==> config.mk <==
export PLATFORM = sky130hd
export DESIGN_NAME = divider32_iterative
export DESIGN_NICKNAME = d
export VERILOG_FILES = /design/src/rtl/divider32_iterative.sv
export SDC_FILE = /design/constraint.sdc
export NUM_CORES = 1
export LEC_CHECK = 0
export CORE_MARGIN = 2
export CORE_UTILIZATION = 55
export CTS_CLUSTER_DIAMETER = 30
export CTS_CLUSTER_SIZE = 40
export DETAILED_ROUTE_END_ITERATION = 6
export PLACE_DENSITY = 0.82
export SETUP_SLACK_MARGIN = 0.02
export SKIP_CTS_REPAIR_TIMING = 1
export SKIP_LAST_GASP = 1
export SLEW_MARGIN = 20
export SYNTH_ARGS = -nofsm -noshare
export SYNTH_HDL_FRONTEND = slang
export SYNTH_SLANG_ARGS = --single-unit
==> constraint.sdc <==
create_clock -name clk -period 8 [get_ports clk]
set_input_delay 0.8 -clock clk [delete_from_list [all_inputs] [get_ports clk]]
set_output_delay 0.8 -clock clk [all_outputs]
set_load 0.005 [all_outputs]
==> src/rtl/divider32_iterative.sv <==
// Sequential radix-2 restoring divider: one quotient bit per clock,
// signed or unsigned operands, valid/ready handshakes on both sides.
module divider32_iterative #(
   parameter int WIDTH = 32
) (
   input  logic             clk,
   input  logic             rst_n,
   input  logic             in_valid,
   output logic             in_ready,
   input  logic             is_signed,
   input  logic [WIDTH-1:0] dividend,
   input  logic [WIDTH-1:0] divisor,
   output logic             out_valid,
   input  logic             out_ready,
   output logic [WIDTH-1:0] quotient,
   output logic [WIDTH-1:0] remainder
);

   localparam int CW = $clog2(WIDTH);

   typedef enum logic [1:0] {
      IDLE = 2'd0,
      CALC = 2'd1,
      DONE = 2'd2
   } state_t;

   // Two's-complement negate when en is set, otherwise pass through.
   function automatic logic [WIDTH-1:0] neg_if(input logic [WIDTH-1:0] v, input logic en);
      if (en) begin
         neg_if = ~v + WIDTH'(1);
      end else begin
         neg_if = v;
      end
   endfunction

   state_t           state_r;
   state_t           state_next_s;
   logic [CW-1:0]    cnt_r;
   logic [WIDTH-1:0] rem_r;        // partial remainder (always < divisor magnitude)
   logic [WIDTH-1:0] quo_r;        // dividend magnitude shifting out, quotient shifting in
   logic [WIDTH-1:0] dvs_r;        // divisor magnitude
   logic             sign_q_r;
   logic             sign_r_r;
   logic [WIDTH-1:0] quotient_r;
   logic [WIDTH-1:0] remainder_r;

   logic [WIDTH:0]   shifted_s;
   logic [WIDTH:0]   trial_s;
   logic [WIDTH-1:0] rem_next_s;
   logic [WIDTH-1:0] quo_next_s;
   logic             qbit_s;
   logic             last_iter_s;
   logic             div_zero_s;

   assign in_ready  = (state_r == IDLE);
   assign out_valid = (state_r == DONE);
   assign quotient  = quotient_r;
   assign remainder = remainder_r;

   // One restoring step: shift, trial-subtract on WIDTH+1 bits, keep or restore.
   always_comb begin
      shifted_s   = {rem_r, quo_r[WIDTH-1]};
      trial_s     = shifted_s - {1'b0, dvs_r};
      rem_next_s  = shifted_s[WIDTH-1:0];
      qbit_s      = 1'b0;
      if (!trial_s[WIDTH]) begin
         rem_next_s = trial_s[WIDTH-1:0];
         qbit_s     = 1'b1;
      end else begin
         rem_next_s = shifted_s[WIDTH-1:0];
         qbit_s     = 1'b0;
      end
      quo_next_s  = {quo_r[WIDTH-2:0], qbit_s};
      last_iter_s = (cnt_r == CW'(WIDTH - 1));
      div_zero_s  = (divisor == {WIDTH{1'b0}});
   end

   // Next-state decode for the IDLE/CALC/DONE sequence.
   always_comb begin
      state_next_s = state_r;
      case (state_r)
         IDLE: begin
            if (in_valid) begin
               if (div_zero_s) begin
                  state_next_s = DONE;
               end else begin
                  state_next_s = CALC;
               end
            end else begin
               state_next_s = IDLE;
            end
         end
         CALC: begin
            if (last_iter_s) begin
               state_next_s = DONE;
            end else begin
               state_next_s = CALC;
            end
         end
         DONE: begin
            if (out_ready) begin
               state_next_s = IDLE;
            end else begin
               state_next_s = DONE;
            end
         end
         default: state_next_s = IDLE;
      endcase
   end

   // State register with synchronous active-low reset.
   always_ff @(posedge clk) begin
      if (!rst_n) begin
         state_r <= IDLE;
      end else begin
         state_r <= state_next_s;
      end
   end

   // Operand capture, iteration datapath and registered result with sign fix-up.
   always_ff @(posedge clk) begin
      if (!rst_n) begin
         cnt_r       <= {CW{1'b0}};
         rem_r       <= {WIDTH{1'b0}};
         quo_r       <= {WIDTH{1'b0}};
         dvs_r       <= {WIDTH{1'b0}};
         sign_q_r    <= 1'b0;
         sign_r_r    <= 1'b0;
         quotient_r  <= {WIDTH{1'b0}};
         remainder_r <= {WIDTH{1'b0}};
      end else begin
         case (state_r)
            IDLE: begin
               if (in_valid) begin
                  sign_q_r <= is_signed & (dividend[WIDTH-1] ^ divisor[WIDTH-1]);
                  sign_r_r <= is_signed & dividend[WIDTH-1];
                  quo_r    <= neg_if(dividend, is_signed & dividend[WIDTH-1]);
                  dvs_r    <= neg_if(divisor, is_signed & divisor[WIDTH-1]);
                  rem_r    <= {WIDTH{1'b0}};
                  cnt_r    <= {CW{1'b0}};
                  if (div_zero_s) begin
                     // Divide-by-zero: all-ones quotient, untouched dividend as remainder.
                     quotient_r  <= {WIDTH{1'b1}};
                     remainder_r <= dividend;
                  end
               end
            end
            CALC: begin
               rem_r <= rem_next_s;
               quo_r <= quo_next_s;
               cnt_r <= cnt_r + CW'(1);
               if (last_iter_s) begin
                  quotient_r  <= neg_if(quo_next_s, sign_q_r);
                  remainder_r <= neg_if(rem_next_s, sign_r_r);
               end
            end
            DONE: begin
               cnt_r <= cnt_r;
            end
            default: begin
               cnt_r <= {CW{1'b0}};
            end
         endcase
      end
   end

endmodule

Yosys cells after proc, flatten, opt, wreduce, memory -nomap -nowiden
Index checks and enable logic that the tools add are counted.
W data, S select, Z words.

word-level totals
  register bits = 169
  input bits = 69
  output and inout bits = 66
  logic and storage cells = 62

operators by class
  add/sub/neg operators = 6
  equality and inequality tests = 6
  muxes and demuxes = 25
  bitwise logic cells = 9
  reduce and logical (&&, ||, !) cells = 7

operators by type and width
  operator                 number
  $mux W32                 13
  $pmux W32 S2             4
  $add A32 B1 Y32 const B  4
  $not A32 Y32             4
  $sub A33 B32 Y33         1
  $logic_not A32 Y1        1
  $pmux W5 S3              1
  $mux W2                  4
  $pmux W2 S3              1
  $reduce_and A2 Y1        3
  $add A5 B1 Y5 const B    1
  $eq A5 B5 Y1 const B     1
  $mux W5                  1
  $ne A2 B2 Y1 const B     2
  $reduce_and A4 Y1        1
  $and A1 B1 Y1            3
  $eq A2 B1 Y1 const B     1
  $eq A2 B2 Y1 const B     1
  $logic_not A2 Y1         1
  $ne A2 B1 Y1 const B     1
  $reduce_bool A2 Y1       1
  $mux W1                  1
  $not A1 Y1               1
  $xor A1 B1 Y1            1

Longest topological paths before layout
  depth after elaboration = 7
  gate-level depth with buffers = 26

Worst setup path after synthesis
Ideal clock, no wire load.

  kind = flip-flop to flip-flop
  start point = register quo_r[31]
  end point = register remainder_r[28], in the netlist remainder[28]
  library setup time = 0.133 ns
  arrival = 5.190 ns
  path slack = 2.677 ns
  stages on the path, launching flop included = 26
  buffers on the path = 4
  path through = dfxtp_1 -> inv_1 -> ha_1 -> inv_1 -> fa_1 -> a211oi_2 -> nor4_4 -> nor2_2 -> a2111oi_2 -> or3_1 -> and2_1 -> buf_6 -> buf_6 -> buf_6 -> buf_2 -> mux2i_1 -> ha_1 -> inv_1 -> a2111oi_0 -> o211ai_1 -> or3_1 -> mux2i_1 -> nand3_2 -> o41ai_1 -> xor2_1 -> a21oi_1

on the way
  cells in the longest elaborated chain, start to end = 7

RTL lines
  element                   line  RTL
  start: declaration        40    logic [WIDTH-1:0] quo_r;
  start signal: assignment  125   quo_r <= {WIDTH{1'b0}};
  start signal: assignment  137   quo_r <= neg_if(dividend, is_signed & dividend[WIDTH-1]);
  start signal: assignment  150   quo_r <= quo_next_s;
  $sub A33 B32 Y33          63    trial_s = shifted_s - {1'b0, dvs_r};
  $mux W32 *                66    if (!trial_s[WIDTH]) begin
  $not A32 Y32              30    neg_if = ~v + WIDTH'(1);
  $add A32 B1 Y32           30
  $mux W32 *                29    if (en) begin
  $mux W32 *                152   if (last_iter_s) begin
  $pmux W32 S2 *            132   case (state_r)
  end signal: assignment    130   remainder_r <= {WIDTH{1'b0}};
  end signal: assignment    144   remainder_r <= dividend;
  end signal: assignment    154   remainder_r <= neg_if(rem_next_s, sign_r_r);
  end: declaration          45    logic [WIDTH-1:0] remainder_r;

Mark *: on every way between the ends. The rest lies on a longest branch, timed or not. The select of a mux whose other input is x is not followed.
A chain may end at the register's enable or synchronous reset.

Worst setup path in the final report
Ends and elaborated chain as after synthesis.

==> results.rst <==
.. list-table::
   :header-rows: 1

   * - Metric
     - Value
   * - Total CTS buffers
     - 17
   * - Post-detailed-route DRC marker count
     - 0
   * - Worst slew margin relative to its limit
     - 0.334
   * - Gate count of the mapped netlist
     - 1559
   * - TritonCTS clock tree
     - built
   * - Post-detailed-route wirelength per cell
     - 19.6 um
   * - Startpoint type of the worst setup path
     - flop
   * - Status
     - finished, final reports clean
   * - Unrepaired setup endpoints after global routing
     - false
   * - Cell mode on critical path
     - sky130_fd_sc_hd__inv_1
   * - Final Hold Violating Endpoints
     - 0
   * - Post-synthesis instance area
     - approximately 12000 um^2
   * - Via density per instance
     - 6.38
   * - Nets@finish
     - 1720
   * - Number of storage elements in the synthesis netlist
     - 169
   * - Final count of negative-setup-slack endpoints
     - 0
   * - Area share of the largest cell type after synthesis
     - 0.282
   * - Share of post-route cells with drive strength above 1
     - 0.0745
   * - Utilization of the core after routing
     - 0.644
   * - Number of nets with antenna violations after detailed routing
     - 0
   * - Initial antenna violation count
     - 0
   * - # clock sinks
     - 169
   * - Number of top-level pins
     - 135
   * - Detailed Route Iter0 Violations
     - 1097
   * - Most instantiated library cell after synthesis
     - sky130_fd_sc_hd__nor2_1
   * - Area Growth Syn to Fin
     - 15.9%
   * - Area contributors post-synth
     - sky130_fd_sc_hd__dfxtp_1 (28%), sky130_fd_sc_hd__nor2_1 (5.5%), sky130_fd_sc_hd__a21oi_1 (5.4%)
   * - Die span in x
     - 152 um
   * - Count of buffers inserted at the top-level ports
     - 134
   * - Startpoint-to-endpoint class of the critical path
     - flop to flop
   * - Pin count of the biggest net entering global routing
     - 78
   * - Crit path buffers/inverters
     - 4
   * - Number of max-capacitance violations reported
     - 0
   * - Number of enable-type register cells in the synthesized netlist
     - 0
   * - Share of synthesized area occupied by flip-flops and latches
     - 0.282
   * - Most frequent cells after synthesis
     - sky130_fd_sc_hd__nor2_1 (176), sky130_fd_sc_hd__dfxtp_1 (169), sky130_fd_sc_hd__nand2_1 (154)
   * - Total track usage
     - 0.319
   * - Total inserted antenna cells
     - 0
   * - Count of filler cells inserted in the layout
     - 1871
   * - Peak per-stage delay on the critical path
     - 0.56 ns
   * - Core Region
     - 21600 um^2
   * - Cell family with the largest share of critical-path delay
     - compound AO/OA/AOI/OAI gates
   * - Kind of end point of the critical path
     - flop
   * - Hold_ws
     - 0.456 ns
   * - Cell breakdown of the critical path
     - inv_1 -> ha_1 -> inv_1 -> fa_1 -> a211oi_2 -> nor4_4 -> nor2_2 -> a2111oi_2 -> a21oi_1 -> and2_2 -> buf_4 -> mux2i_1 -> ha_1 -> inv_1 -> a2111oi_0 -> o211ai_1 -> or3_1 -> mux2i_1 -> nand3_2 -> o41ai_1 -> xor2_1 -> a21oi_1
   * - Worst-path fanout max
     - 50
   * - P per Cell Area
     - 477 nW/um^2
   * - Min-Delay Path Class
     - flop to flop
   * - Dominant cell type by area after synthesis
     - sky130_fd_sc_hd__dfxtp_1
   * - Core Rows
     - between 50 and 60
   * - Post-Syn Nets
     - 1667
   * - Vias in the first global route
     - 11002
   * - Leakage power figure
     - 5.03 nW
   * - Peak supply drop
     - 0.585 mV
   * - Starting utilization of the core area
     - 0.555
   * - Time the worst path needs with I/O delays and setup
     - roughly 6.4 ns
   * - Global-route wire length before repair
     - 57800 um
   * - Total count of max-transition violations in the final report
     - 0
   * - Max H-tree Level
     - 4
   * - Number of vias in the routed layout
     - between 10000 and 15000
   * - Fin Clk Skew
     - approximately 0.013 ns
   * - First drt pass iteration count
     - 5
   * - Synthesis warning total
     - 0
   * - Synth cell types
     - 91
   * - Required arrival time at the worst endpoint
     - around 8.3 ns
   * - Data arrival at the endpoint of the critical path
     - 6.75 ns
   * - Fraction of registers with async set or reset after synthesis
     - 0
   * - Most used DFF post-synth
     - sky130_fd_sc_hd__dfxtp_1
   * - Clock root cell
     - sky130_fd_sc_hd__clkbuf_16
   * - Slew of the pin with the lowest slew margin
     - roughly 1 ns
   * - Vertical die dimension
     - ~150 um
   * - HPWL after DPL
     - 27500 um
   * - Critical Path Slowest Stage Cell
     - sky130_fd_sc_hd__buf_4
   * - Placer Congestion
     - 0.998
   * - Final Routed Wirelength
     - 37400 um
   * - Avg Synthesized Cell Area
     - 7.70 um^2
   * - Number of buffers on the longest clock path
     - 2
   * - Accumulated negative setup slack
     - 0 ns
   * - Die Area
     - between 20000 and 25000 um^2
   * - Worst-Skew Late Latency
     - 0.45 ns
   * - Final worst path period share
     - 0.804
   * - GRT overflow
     - 0
   * - CTS clock-pin slew for the worst setup and hold paths
     - ~0.080 ns
   * - Maximum operating frequency
     - 155 MHz
-- cell type report --
type	instances	area, um^2	area share
inverter	53	203	0.0146
clock buffer	17	425	0.0306
tap	280	350	0.0252
multi-input combinational	1227	7960	0.572
timing repair buffer	144	1410	0.101
sequential	169	3380	0.243
clock inverter	15	189	0.0136
-- cell usage in the layout, fill, tap and decap left out, types with 12 or more instances in the layout --
cell and n:
sky130_fd_sc_hd__nor3_1 36, sky130_fd_sc_hd__a31oi_1 38, sky130_fd_sc_hd__o221ai_1 15, sky130_fd_sc_hd__clkbuf_16 17
sky130_fd_sc_hd__mux2i_1 24, sky130_fd_sc_hd__o21ai_0 86, sky130_fd_sc_hd__a211oi_1 44, sky130_fd_sc_hd__nor2_1 176
sky130_fd_sc_hd__nand3_1 35, sky130_fd_sc_hd__dfxtp_1 169, sky130_fd_sc_hd__o221a_2 14, sky130_fd_sc_hd__inv_1 51
sky130_fd_sc_hd__nand4_1 15, sky130_fd_sc_hd__and2_1 14, sky130_fd_sc_hd__a21oi_1 130, sky130_fd_sc_hd__ha_1 38
sky130_fd_sc_hd__o31ai_1 24, sky130_fd_sc_hd__nor4_1 13, sky130_fd_sc_hd__clkdlybuf4s50_1 133, sky130_fd_sc_hd__a311oi_1 16
sky130_fd_sc_hd__xnor2_1 69, sky130_fd_sc_hd__a21o_1 12, sky130_fd_sc_hd__xor2_1 61, sky130_fd_sc_hd__nand2_1 152
sky130_fd_sc_hd__or3_1 28
-- sequential cells by signal, indices dropped and copies added (netlist names) --
register,count
dvs_r,32
quo_r,32
quotient,32
rem_r,32
remainder,32
cnt_r,5
state_r,2
sign_q_r,1
sign_r_r,1
-- metrics by stage --
stage / setup WS [ns] / cell area (um^2) / std cells / total power [W]
floorplan: 2.68 / 12000 / 1559 / 0.00469
global placement: 2.09 / 13300 / 1873 / 0.00559
detailed placement: 1.66 / 13300 / 1873 / 0.00568
CTS: 1.65 / 13900 / 1905 / 0.00655
global route: 1.04 / 13900 / 1905 / 0.00708
finish: 1.57 / 13900 / 1905 / 0.00664
-- kinds of logic after synthesis --
group	count (synthesis)	share of synthesized area
mux	33	0.0285
fa+ha+maj	39	0.0413
buf+inv	163	0.0570
compound gates	489	0.285
flops	169	0.282
xor+xnor	130	0.0949
simple gates	536	0.212
-- worst register-to-register path, stage by stage, from the launching register on --
cell and delay (ns):
sky130_fd_sc_hd__dfxtp_1 0.34, sky130_fd_sc_hd__inv_1 0.06, sky130_fd_sc_hd__ha_1 0.16, sky130_fd_sc_hd__inv_1 0.06, sky130_fd_sc_hd__fa_1 0.42, sky130_fd_sc_hd__a211oi_2 0.42
sky130_fd_sc_hd__nor4_4 0.13, sky130_fd_sc_hd__nor2_2 0.28, sky130_fd_sc_hd__a2111oi_2 0.13, sky130_fd_sc_hd__a21oi_1 0.30, sky130_fd_sc_hd__and2_2 0.24, sky130_fd_sc_hd__buf_4 0.56
sky130_fd_sc_hd__mux2i_1 0.38, sky130_fd_sc_hd__ha_1 0.26, sky130_fd_sc_hd__inv_1 0.10, sky130_fd_sc_hd__a2111oi_0 0.54, sky130_fd_sc_hd__o211ai_1 0.21, sky130_fd_sc_hd__or3_1 0.44
sky130_fd_sc_hd__mux2i_1 0.37, sky130_fd_sc_hd__nand3_2 0.24, sky130_fd_sc_hd__o41ai_1 0.38, sky130_fd_sc_hd__xor2_1 0.19, sky130_fd_sc_hd__a21oi_1 0.08
-- report_power, final --
part / internal, W / total (W) / switching [W] / leakage [nW]
sequential: 0.000950 / 0.00109 / 0.000137 / 1.38
clock: 0.000428 / 0.000858 / 0.000430 / 0.299
combinational: 0.00172 / 0.00469 / 0.00297 / 3.35
-- per-layer routing --
layer  vias to the layer above  routed length (um)  global-route usage
li1                       5795                   -                   -
met1                      5704               15900               0.426
met2                       552               17100               0.512
met3                        99                2900              0.0470
met4                         0                1510               0.140
met5                         -                   0                   0
-- worst paths after layout --
kind / slack [ns] / cells after the start / start / endpoint
worst max-delay path: 1.57 / 22 / quo_r[31] / remainder[28]
worst min-delay path: 0.46 / 2 / dvs_r[31] / dvs_r[31]
worst max register to register: 1.57 / 22 / quo_r[31] / remainder[28]
worst min register to register: 0.46 / 2 / dvs_r[31] / dvs_r[31]
No activity file was read; power rests on OpenSTA's default activity.
